--- src/rtl/adc_daisy_pkg.sv ---
// Shared types and sizing helpers for the daisy-chain ADC reader.
// Also holds the default chain geometry and timing constants.
package adc_daisy_pkg;

  typedef enum logic [2:0] {
    ST_IDLE,
    ST_CONV,
    ST_SCK_HI,
    ST_SCK_LO,
    ST_DONE,
    ST_QUIET
  } state_e;

  localparam int unsigned DEF_NUM_ADC      = 3;
  localparam int unsigned DEF_ADC_BITS     = 18;
  localparam int unsigned DEF_SCK_DIV      = 1;
  localparam int unsigned DEF_QUIET_CYCLES = 2;

  localparam int unsigned IDX_W   = 16;
  localparam int unsigned TCONV_W = 8;

  localparam int unsigned DEF_TOTAL     = DEF_NUM_ADC * DEF_ADC_BITS;
  localparam int unsigned DEF_BIT_CNT_W = $clog2(DEF_TOTAL + 1);

  function automatic int unsigned total_bits(input int unsigned n_adc, input int unsigned n_bits);
    return n_adc * n_bits;
  endfunction

endpackage

--- src/rtl/adc_daisy_reader_if.sv ---
// Frame output bus: valid/ready handshake carrying the assembled chain word.
// The reader drives it through the master modport; the consumer uses slave.
interface adc_daisy_reader_if
  import adc_daisy_pkg::*;
#(
  parameter int unsigned DATA_W = DEF_TOTAL
);

  logic              frame_valid;
  logic              frame_ready;
  logic [DATA_W-1:0] frame_data;
  logic [IDX_W-1:0]  frame_idx;

  modport master (
    output frame_valid,
    output frame_data,
    output frame_idx,
    input  frame_ready
  );

  modport slave (
    input  frame_valid,
    input  frame_data,
    input  frame_idx,
    output frame_ready
  );

endinterface

--- src/rtl/adc_daisy_shifter.sv ---
// SCK generator and serial-to-parallel shifter for one frame of the chain.
// A go pulse starts TOTAL SCK pulses; done pulses one cycle after the last low phase.
module adc_daisy_shifter
  import adc_daisy_pkg::*;
#(
  parameter int unsigned TOTAL   = DEF_TOTAL,
  parameter int unsigned SCK_DIV = DEF_SCK_DIV
) (
  input  logic             clk,
  input  logic             rst_n,
  input  logic             i_go,
  input  logic             i_clear,
  input  logic             i_sdo,
  output logic             o_sck,
  output logic             o_done,
  output logic             o_phase_end_c,
  output logic             o_last_c,
  output logic [TOTAL-1:0] o_word
);

  localparam int unsigned BIT_W = $clog2(TOTAL + 1);
  localparam int unsigned DIV_W = (SCK_DIV < 2) ? 1 : $clog2(SCK_DIV);

  logic             r_active;
  logic             r_hi;
  logic             r_sck;
  logic             r_done;
  logic [DIV_W-1:0] r_div_cnt;
  logic [BIT_W-1:0] r_bit_cnt;
  logic [TOTAL-1:0] r_word;

  assign o_phase_end_c = r_active && (r_div_cnt == DIV_W'(SCK_DIV - 1));
  assign o_last_c      = (r_bit_cnt == BIT_W'(TOTAL));
  assign o_sck         = r_sck;
  assign o_done        = r_done;
  assign o_word        = r_word;

  // Data is captured on the edge that ends each high phase, as SCK falls.
  always_ff @(posedge clk or negedge rst_n) begin
    if (!rst_n) begin
      r_active  <= 1'b0;
      r_hi      <= 1'b0;
      r_sck     <= 1'b0;
      r_done    <= 1'b0;
      r_div_cnt <= '0;
      r_bit_cnt <= '0;
      r_word    <= '0;
    end else begin
      r_done <= 1'b0;
      if (i_clear) begin
        r_active  <= 1'b0;
        r_hi      <= 1'b0;
        r_sck     <= 1'b0;
        r_div_cnt <= '0;
        r_bit_cnt <= '0;
      end else if (i_go) begin
        r_active  <= 1'b1;
        r_hi      <= 1'b1;
        r_sck     <= 1'b1;
        r_div_cnt <= '0;
        r_bit_cnt <= '0;
        r_word    <= '0;
      end else if (r_active) begin
        if (o_phase_end_c) begin
          r_div_cnt <= '0;
          if (r_hi) begin
            r_word    <= TOTAL'({r_word, i_sdo});
            r_bit_cnt <= r_bit_cnt + BIT_W'(1);
            r_hi      <= 1'b0;
            r_sck     <= 1'b0;
          end else if (o_last_c) begin
            r_active <= 1'b0;
            r_done   <= 1'b1;
          end else begin
            r_hi  <= 1'b1;
            r_sck <= 1'b1;
          end
        end else begin
          r_div_cnt <= r_div_cnt + DIV_W'(1);
        end
      end
    end
  end

endmodule

--- src/rtl/adc_daisy_reader.sv ---
// Daisy-chain ADC acquisition controller: CONVST/SCK sequencing, burst and
// continuous modes, abort, and a valid/ready frame register with overrun flag.
module adc_daisy_reader
  import adc_daisy_pkg::*;
#(
  parameter int unsigned NUM_ADC      = DEF_NUM_ADC,
  parameter int unsigned ADC_BITS     = DEF_ADC_BITS,
  parameter int unsigned SCK_DIV      = DEF_SCK_DIV,
  parameter int unsigned QUIET_CYCLES = DEF_QUIET_CYCLES
) (
  input  logic               clk,
  input  logic               rst_n,
  input  logic               start,
  input  logic               abort,
  input  logic               mode_cont,
  input  logic [IDX_W-1:0]   num_frames,
  input  logic [TCONV_W-1:0] tconv_cycles,
  output logic               busy,
  output logic               overrun,
  output logic               adc_sck,
  output logic               convst,
  input  logic               adc_sdo,
  adc_daisy_reader_if.master frm
);

  localparam int unsigned TOTAL      = total_bits(NUM_ADC, ADC_BITS);
  localparam int unsigned QUIET_W    = $clog2(QUIET_CYCLES + 1);
  localparam int unsigned WAIT_W     = (QUIET_W > TCONV_W) ? QUIET_W : TCONV_W;
  localparam int unsigned QUIET_LAST = (QUIET_CYCLES > 1) ? (QUIET_CYCLES - 2) : 0;

  state_e             r_state;
  state_e             w_next_state;
  logic               r_mode_cont;
  logic [IDX_W-1:0]   r_num_frames;
  logic [TCONV_W-1:0] r_tconv;
  logic [WAIT_W-1:0]  r_wait_cnt;
  logic [IDX_W-1:0]   r_frame_cnt;
  logic               r_valid;
  logic [TOTAL-1:0]   r_data;
  logic [IDX_W-1:0]   r_idx;
  logic               r_overrun;
  logic               r_busy;
  logic               r_convst;

  logic               w_go;
  logic               w_deliver;
  logic               w_drop;
  logic               w_accept;
  logic               w_launch;
  logic               w_conv_end;
  logic               w_quiet_end;
  logic               w_last_frame;
  logic               w_sck;
  logic               w_sh_done;
  logic               w_phase_end_c;
  logic               w_last_c;
  logic [TOTAL-1:0]   w_word;

  adc_daisy_shifter #(
    .TOTAL   (TOTAL),
    .SCK_DIV (SCK_DIV)
  ) u_shifter (
    .clk           (clk),
    .rst_n         (rst_n),
    .i_go          (w_go),
    .i_clear       (abort),
    .i_sdo         (adc_sdo),
    .o_sck         (w_sck),
    .o_done        (w_sh_done),
    .o_phase_end_c (w_phase_end_c),
    .o_last_c      (w_last_c),
    .o_word        (w_word)
  );

  assign w_accept     = r_valid & frm.frame_ready;
  assign w_conv_end   = (r_wait_cnt == WAIT_W'(r_tconv - TCONV_W'(1)));
  assign w_quiet_end  = (r_wait_cnt == WAIT_W'(QUIET_LAST));
  assign w_last_frame = ((r_frame_cnt + IDX_W'(1)) == r_num_frames);
  assign w_launch     = (r_state == ST_IDLE) && (w_next_state == ST_CONV);

  always_ff @(posedge clk or negedge rst_n) begin
    if (!rst_n) r_state <= ST_IDLE;
    else        r_state <= w_next_state;
  end

  // Abort overrides every transition, including a start in the same cycle.
  always_comb begin
    w_next_state = r_state;
    w_go         = 1'b0;
    w_deliver    = 1'b0;
    w_drop       = 1'b0;
    if (abort) begin
      w_next_state = ST_IDLE;
    end else begin
      case (r_state)
        ST_IDLE: begin
          if (start) w_next_state = ST_CONV;
        end
        ST_CONV: begin
          if (w_conv_end) begin
            w_next_state = ST_SCK_HI;
            w_go         = 1'b1;
          end
        end
        ST_SCK_HI: begin
          if (w_phase_end_c) w_next_state = ST_SCK_LO;
        end
        ST_SCK_LO: begin
          if (w_phase_end_c) w_next_state = w_last_c ? ST_DONE : ST_SCK_HI;
        end
        ST_DONE: begin
          w_deliver = w_sh_done && (!r_valid || w_accept);
          w_drop    = w_sh_done && r_valid && !w_accept;
          if (!r_mode_cont && w_last_frame) w_next_state = ST_IDLE;
          else if (QUIET_CYCLES > 1)        w_next_state = ST_QUIET;
          else                              w_next_state = ST_CONV;
        end
        ST_QUIET: begin
          if (w_quiet_end) w_next_state = ST_CONV;
        end
        default: w_next_state = ST_IDLE;
      endcase
    end
  end

  always_ff @(posedge clk or negedge rst_n) begin
    if (!rst_n) begin
      r_mode_cont  <= 1'b0;
      r_num_frames <= '0;
      r_tconv      <= '0;
      r_wait_cnt   <= '0;
      r_frame_cnt  <= '0;
      r_valid      <= 1'b0;
      r_data       <= '0;
      r_idx        <= '0;
      r_overrun    <= 1'b0;
      r_busy       <= 1'b0;
      r_convst     <= 1'b0;
    end else begin
      r_busy   <= (w_next_state != ST_IDLE);
      r_convst <= (w_next_state == ST_CONV) || (w_next_state == ST_SCK_HI) ||
                  (w_next_state == ST_SCK_LO);

      if (w_next_state != r_state)                          r_wait_cnt <= '0;
      else if ((r_state == ST_CONV) || (r_state == ST_QUIET)) r_wait_cnt <= r_wait_cnt + WAIT_W'(1);

      // Zero burst length or conversion time is promoted to one.
      if (w_launch) begin
        r_mode_cont  <= mode_cont;
        r_num_frames <= (num_frames == '0) ? IDX_W'(1) : num_frames;
        r_tconv      <= (tconv_cycles == '0) ? TCONV_W'(1) : tconv_cycles;
        r_frame_cnt  <= '0;
      end else if (w_deliver || w_drop) begin
        r_frame_cnt <= r_frame_cnt + IDX_W'(1);
      end

      if (w_launch)    r_overrun <= 1'b0;
      else if (w_drop) r_overrun <= 1'b1;

      if (w_deliver) begin
        r_valid <= 1'b1;
        r_data  <= w_word;
        r_idx   <= r_frame_cnt;
      end else if (w_accept) begin
        r_valid <= 1'b0;
      end
    end
  end

  assign busy            = r_busy;
  assign overrun         = r_overrun;
  assign adc_sck         = w_sck;
  assign convst          = r_convst;
  assign frm.frame_valid = r_valid;
  assign frm.frame_data  = r_data;
  assign frm.frame_idx   = r_idx;

endmodule
--- src/flat_wrapper.sv ---
// flat-port wrapper written by rule: the top's interface ports become plain ports
module adc_daisy_reader_flat import adc_daisy_pkg::*;
#(
  parameter int unsigned NUM_ADC      = DEF_NUM_ADC,
  parameter int unsigned ADC_BITS     = DEF_ADC_BITS,
  parameter int unsigned SCK_DIV      = DEF_SCK_DIV,
  parameter int unsigned QUIET_CYCLES = DEF_QUIET_CYCLES
)
  (clk, rst_n, start, abort, mode_cont, num_frames, tconv_cycles, busy, overrun, adc_sck, convst, adc_sdo, frm_frame_valid, frm_frame_data, frm_frame_idx, frm_frame_ready);
  adc_daisy_reader_if frm_i ();
  input  logic clk;
  input  logic rst_n;
  input  logic start;
  input  logic abort;
  input  logic mode_cont;
  input  logic [IDX_W-1:0] num_frames;
  input  logic [TCONV_W-1:0] tconv_cycles;
  output logic busy;
  output logic overrun;
  output logic adc_sck;
  output logic convst;
  input  logic adc_sdo;
  output wire logic [$bits(frm_i.frame_valid)-1:0] frm_frame_valid;
  output wire logic [$bits(frm_i.frame_data)-1:0] frm_frame_data;
  output wire logic [$bits(frm_i.frame_idx)-1:0] frm_frame_idx;
  input wire logic [$bits(frm_i.frame_ready)-1:0] frm_frame_ready;
  assign frm_frame_valid = frm_i.frame_valid;
  assign frm_frame_data = frm_i.frame_data;
  assign frm_frame_idx = frm_i.frame_idx;
  assign frm_i.frame_ready = frm_frame_ready;
  adc_daisy_reader #(.NUM_ADC(NUM_ADC), .ADC_BITS(ADC_BITS), .SCK_DIV(SCK_DIV), .QUIET_CYCLES(QUIET_CYCLES)) u_core (.clk(clk), .rst_n(rst_n), .start(start), .abort(abort), .mode_cont(mode_cont), .num_frames(num_frames), .tconv_cycles(tconv_cycles), .busy(busy), .overrun(overrun), .adc_sck(adc_sck), .convst(convst), .adc_sdo(adc_sdo), .frm(frm_i));
endmodule
--- config.mk ---
export PLATFORM = sky130hd
export DESIGN_NAME = adc_daisy_reader_flat
export DESIGN_NICKNAME = d
export VERILOG_FILES = /design/src/rtl/adc_daisy_pkg.sv /design/src/rtl/adc_daisy_reader_if.sv /design/src/rtl/adc_daisy_shifter.sv /design/src/rtl/adc_daisy_reader.sv /design/src/flat_wrapper.sv
export SDC_FILE = /design/constraint.sdc
export NUM_CORES = 1
export LEC_CHECK = 0
export CELL_PAD_IN_SITES_DETAIL_PLACEMENT = 0
export CELL_PAD_IN_SITES_GLOBAL_PLACEMENT = 1
export CORE_MARGIN = 10
export CORE_UTILIZATION = 35
export CTS_BUF_LIST = sky130_fd_sc_hd__clkbuf_16
export DETAILED_ROUTE_END_ITERATION = 12
export DONT_BUFFER_PORTS = 1
export PLACE_DENSITY = 0.59
export SLEW_MARGIN = 5
export SYNTH_ARGS = -nofsm -noshare
export SYNTH_HDL_FRONTEND = slang
export SYNTH_SLANG_ARGS = --single-unit
--- constraint.sdc ---
create_clock -name clk -period 4.1 [get_ports clk]
set_clock_uncertainty 0.05 [all_clocks]
set_input_delay 0.82 -clock clk [delete_from_list [all_inputs] [get_ports clk]]
set_output_delay 0.82 -clock clk [all_outputs]
set_load 0.005 [all_outputs]
**Word level (Yosys, flattened, before mapping)**

Cells that the tools add are included.

- Register bits after elaboration: 191
- Bits of input ports: 31
- Output and inout bits: 75
- Logic and storage cells: 135

- Add/subtract/negate cells: 5
- Equality and inequality tests: 13
- Muxes and demuxes: 62
- Bitwise gates (word level): 3
- Reductions and logical operators: 33

Operators with widths:

| operator | count |
|---|---|
| $mux 54 | 4 |
| $mux 16 | 3 |
| $mux 1 | 38 |
| $mux 6 | 5 |
| $mux 3 | 8 |
| $mux 8 | 3 |
| $pmux 3 s6 | 1 |
| $add 16x1->16 const B | 1 |
| $eq 16x16->1 | 1 |
| $logic_not 16->1 | 1 |
| $logic_not 8->1 | 2 |
| $reduce_bool 2->1 | 7 |
| $eq 3x2->1 const B | 4 |
| $reduce_bool 3->1 | 4 |
| $add 8x1->8 const B | 1 |
| $eq 8x8->1 | 1 |
| $sub 8x1->8 const B | 1 |
| $add 6x1->6 const B | 1 |
| $eq 3x1->1 const B | 2 |
| $eq 3x3->1 const B | 2 |
| $eq 6x6->1 const B | 1 |
| $logic_and 1x1->1 | 6 |
| $reduce_and 3->1 | 2 |
| $logic_or 1x1->1 | 5 |
| 9 further kinds | 12 |

**Depth between registers and ports, before layout**

- Word-level depth: 9
- Gate-level depth with buffers: 11
- Mapped depth without buffers: 10

**Hierarchy**

From an unflattened synthesis, not the netlist that was laid out.

- Cell total of the unflattened synthesis: 728
- Area total of the unflattened synthesis: 8503.2 um^2

By module, submodules not included:

| module | times used | cells an instance | area an instance (um^2) | seq. area each (um^2) |
|---|---|---|---|---|
| adc_daisy_reader | 1 | 552 | 6003.3 | 3153.0 |
| adc_daisy_shifter | 1 | 176 | 2499.9 | 1626.6 |

**Least setup slack after synthesis**

No wires, ideal clock.

- Kind: register to register
- Start point: register u_core.r_frame_cnt[0]
- End point: register u_core.r_wait_cnt[0]
- Setup time: 0.086 ns
- Arrival time: 2.513 ns
- Required time: 3.964 ns
- Setup slack: 1.451 ns
- Stages on the path, launching flop included: 10
- Path buffers: 0
- Period minus slack after synthesis: 2.649 ns
- Cell sequence: dfrtp_1 > ha_1 > xor2_1 > or3_1 > a2111oi_4 > o221ai_2 > nor4_4 > mux2i_1 > nand3_4 > nor3_1

- Longest elaborated chain between the ends: 8
- Elaborated cells on any way between the ends: 9
- Those cells by class: add/sub: 1; eq/ne: 2; mux: 4; reduce/logical: 2

Ends and longest elaborated chain:

| element | line | text |
|---|---|---|
| start, declared | adc_daisy_reader.sv:37 | `logic [IDX_W-1:0] r_frame_cnt;` |
| start signal, assigned | adc_daisy_reader.sv:154 | `r_frame_cnt <= r_frame_cnt + IDX_W'(1);` |
| $add 16x1->16 (*) | adc_daisy_reader.sv:78 | `assign w_last_frame = ((r_frame_cnt + IDX_W'(1)) == r_num_frames);` |
| $eq 16x16->1 (*) | adc_daisy_reader.sv:78 |  |
| $logic_and 1x1->1 (*) | adc_daisy_reader.sv:114 | `if (!r_mode_cont && w_last_frame) w_next_state = ST_IDLE;` |
| $mux 3 (*) | adc_daisy_reader.sv:114 |  |
| $pmux 3 s6 (*) | adc_daisy_reader.sv:95 | `case (r_state)` |
| $mux 3 (*) | adc_daisy_reader.sv:92 | `if (abort) begin` |
| $ne 3x3->1 (*) | adc_daisy_reader.sv:144 | `if (w_next_state != r_state) r_wait_cnt <= '0;` |
| $mux 8 or $reduce_bool 2->1 (tied branches) | - |  |
| end signal, assigned | adc_daisy_reader.sv:145 | `else if ((r_state == ST_CONV) \|\| (r_state == ST_QUIET)) r_wait_cnt <= r_wait_cnt + WAIT_W'(1);` |
| end, declared | adc_daisy_reader.sv:36 | `logic [WAIT_W-1:0] r_wait_cnt;` |

Mark *: on every way between the ends. The rest lies on a longest branch, timed or not.
A chain may end at the register's enable or synchronous reset.

**Worst setup path after layout**

- Start point: register u_core.r_tconv[0]
- End point: register u_core.u_shifter.r_word[50], in the netlist u_core.u_shifter.o_word[50]

- Longest elaborated chain between the ends: 7
- Elaborated cells on any way between the ends: 10
- Those cells by class: add/sub: 1; eq/ne: 1; mux: 4; reduce/logical: 4

Ends and longest elaborated chain:

| element | line | text |
|---|---|---|
| start, declared | adc_daisy_reader.sv:35 | `logic [TCONV_W-1:0] r_tconv;` |
| start signal, assigned | adc_daisy_reader.sv:151 | `r_tconv <= (tconv_cycles == '0) ? TCONV_W'(1) : tconv_cycles;` |
| $sub 8x1->8 (*) | adc_daisy_reader.sv:76 | `assign w_conv_end = (r_wait_cnt == WAIT_W'(r_tconv - TCONV_W'(1)));` |
| $eq 8x8->1 (*) | adc_daisy_reader.sv:76 |  |
| $mux 1 (*) | adc_daisy_reader.sv:100 | `if (w_conv_end) begin` |
| $mux 1 (*) | adc_daisy_reader.sv:95 |  |
| $mux 1 (*) | adc_daisy_reader.sv:92 |  |
| $reduce_bool 2->1 (no line) | - |  |
| $reduce_and 4->1 (no line) | - |  |
| end signal, assigned | adc_daisy_shifter.sv:67 | `r_word <= TOTAL'({r_word, i_sdo});` |
| end, declared | adc_daisy_shifter.sv:30 | `logic [TOTAL-1:0] r_word;` |

Marked as above.

==> impl_metrics.ini <==
[critical_path]
crit_fanout = 54
worstSetupEndpointType = flop
critPathRequiredTime_ns = 4.41
start_kind = flop
r2r-start = u_core.r_tconv[0]
ff2ff_setup_slack_ns = 0.83
rr_worst_depth = 9
crit_type = reg -> reg
crit_arrival_ns = 3.58
rr_endpoint = u_core.u_shifter.o_word[50]

[logic_synthesis]
async_reset_ff_frac = 1.000
synth_top_family_by_area = simple AND/OR/NAND/NOR gates
synth-seq-cells = 191
syn-instance-count = 715
ys_types = 61
synthXorXnorAreaFrac = 0.05409
syn-num-nets = 752
synth_compound_area_frac = 0.1073
synth-adder-area-share = 0.008917
synthFlopType = dfrtp_1
syn_avg_cell_area_um2 = 11.78
ys_seq_area_frac = 0.5677
synth_warnings = 0
synth_enable_flop_cells = 0
yosys.area_share.simple = 0.1409
muxShareOfSynthArea = 0.09466
syn_area_um2 = 8419

[sta]
finalSetupViolations = 0
maxSlewHeadroom = 0.1689
rsz0062_at_grt = no
setup_ws_ns = 0.8266
worst_slew_pin_slew_ns = 1.244
period_needed_ns = 3.273
slew_viol_final = 0
fmax_mhz = 305.5
fin_tns_setup_ns = 0
period_share = 0.7984
hold_viol_final = 0

[power]
vdd_drop_max_mv = 0.2023
power_density_nw_per_um2 = 439.8
leakage_uw = 0.004358
power.total_uw = 4087

[clock_tree]
cts_root_buf = clkbuf_16
cts_num_sinks = 191
hold_buffers = 0
clk_latency_ns = 0.44
cts_buffer_depth = 2
ctsResizeCount = 0
cts_tree = built
cts_buffers = 17
cts_htree_levels = 4
clkTransAtPathRegs_ns = 0.08
cts_setup_buffers = 0

[grt]
grt_max_degree = 192
first_global_vias = 5375
grt_overflow = 0
grt_antenna_before_repair = 0
grt_first_pass_wirelength_um = 30040
track_usage = 0.1205

[routing]
drc_errors = 0
ant_nets = 0
routed-via-count = 5367
wl_per_cell_um = 17.82
drt_pass1_iterations = 5
drt-initial-drc-count = 413
avgViaCountPerCell = 5.211
wl_um = 18350

[finish]
layout_common_cells = 191 x dfrtp_1, 98 x nand2_1, 69 x mux2_2
antenna_cells = 0
area.growth.synth_to_final_pct = 10.39
final_layout_size_suffix_gt1_frac = 0.1772
fin_nets = 735
fin_cells = 1030
fin_area_um2 = 9294
final_common_cell = dfrtp_1

[run_status]
outcome = completed

[floorplanning]
ios = 106
num_rows = 56
die_y_um = 175.1
core_area_um2 = 23540
initial_core_util = 0.3576
dieArea_um2 = 30660
die_x_um = 175.1

[placement]
portBuffers = 0
post-place-cells = 998
place.gp.congestion = 0.7788
pre_cts_ws_ns = 0.8373
place_area_um2 = 8658
hpwl_um = 12650

[job]
maxCapViolCount = 0

[min_path]
hold_path.class = in -> async
synthesized netlist by cell type (3+ instances only):
master	instances	area share
xnor2_1	26	0.027
nand3_1	19	0.011
nor2b_1	3	0.0022
nand2_1	100	0.045
a22o_1	54	0.056
nor4_1	9	0.0067
nor2_1	43	0.019
a211oi_1	3	0.0027
a21oi_1	14	0.0083
or3_1	5	0.0037
nor3_1	17	0.010
nand4_1	4	0.0030
a31oi_1	3	0.0022
nand2b_1	6	0.0045
o21ai_0	15	0.0089
ha_1	6	0.0089
inv_1	10	0.0045
nor4_2	3	0.0045
xor2_1	26	0.027
and3_1	8	0.0059
clkbuf_1	10	0.0045
mux2_2	69	0.092
buf_2	25	0.015
dfrtp_1	191	0.57
cell type report:
cell class,instances,area (um^2)
Sequential cell,191,4780
Inverter,10,37.54
Tap cell,319,399.1
Fill cell,2286,14250
Clock inverter,15,210.2
Multi-Input combinational cell,476,3427
Clock buffer,17,425.4
Timing Repair Buffer,2,15.01
registers in the layout (all words and copies together) (netlist names), 3 cells and up:
register                    flops
u_core.u_shifter.o_word        54
u_core.r_num_frames            16
u_core.frm.frame_idx           16
u_core.r_wait_cnt               8
u_core.r_tconv                  8
u_core.u_shifter.r_bit_cnt      6
u_core.r_frame_cnt             16
u_core.r_state                  3
u_core.frm.frame_data          54
cell families after synthesis:
family,Yosys count
xor gates and xnor gates,52
and+or+nand+nor,238
DFF,191
AOI/OAI and AO/OA,109
muxes,71
adders and majority gates,6
buffers and inverters,48
power breakdown:
group          switching [uW]  internal, uW  leakage [uW]  total, uW
combinational             175           147       0.00143        322
clock                     835           897      0.000308       1730
sequential               83.0          1950       0.00262       2030
metrics by stage:
step	utilization	hold slack (ns)
floorplan	-	0.3890
global placement	0.3678	0.4110
detailed placement	0.3678	0.4331
CTS	0.3948	0.01744
global route	0.3948	0.0006247
finish	0.3948	0.03398
worst max-delay path, stage by stage, from the launching register on:
cell	delay, ns
dfrtp_1	0.43
inv_1	0.09
ha_1	0.19
nor3b_1	0.33
a211o_1	0.19
a211oi_2	0.06
o211a_1	0.15
a31o_1	0.40
nor2_4	1.01
a22o_1	0.26
worst max-delay path by stage:
stage                                       end                   from  depth (start not counted)
floorplan                  u_core.r_wait_cnt[0]  u_core.r_frame_cnt[0]                          9
global placement    u_core.u_shifter.o_word[51]      u_core.r_tconv[0]                         10
detailed placement  u_core.u_shifter.o_word[50]      u_core.r_tconv[0]                          9
CTS                 u_core.u_shifter.o_word[50]      u_core.r_tconv[0]                          9
global route        u_core.u_shifter.o_word[50]      u_core.r_tconv[0]                         10
finish              u_core.u_shifter.o_word[50]      u_core.r_tconv[0]                          9
per-layer routing:
layer,GRT usage,share of wire,vias up
met4,0.04521,0.021,0
met3,0.03729,0.055,21
met5,0,0,-
met2,0.1957,0.49,114
met1,0.1473,0.43,2729
li1,-,-,2503
Power figures use the tool's default switching activity.
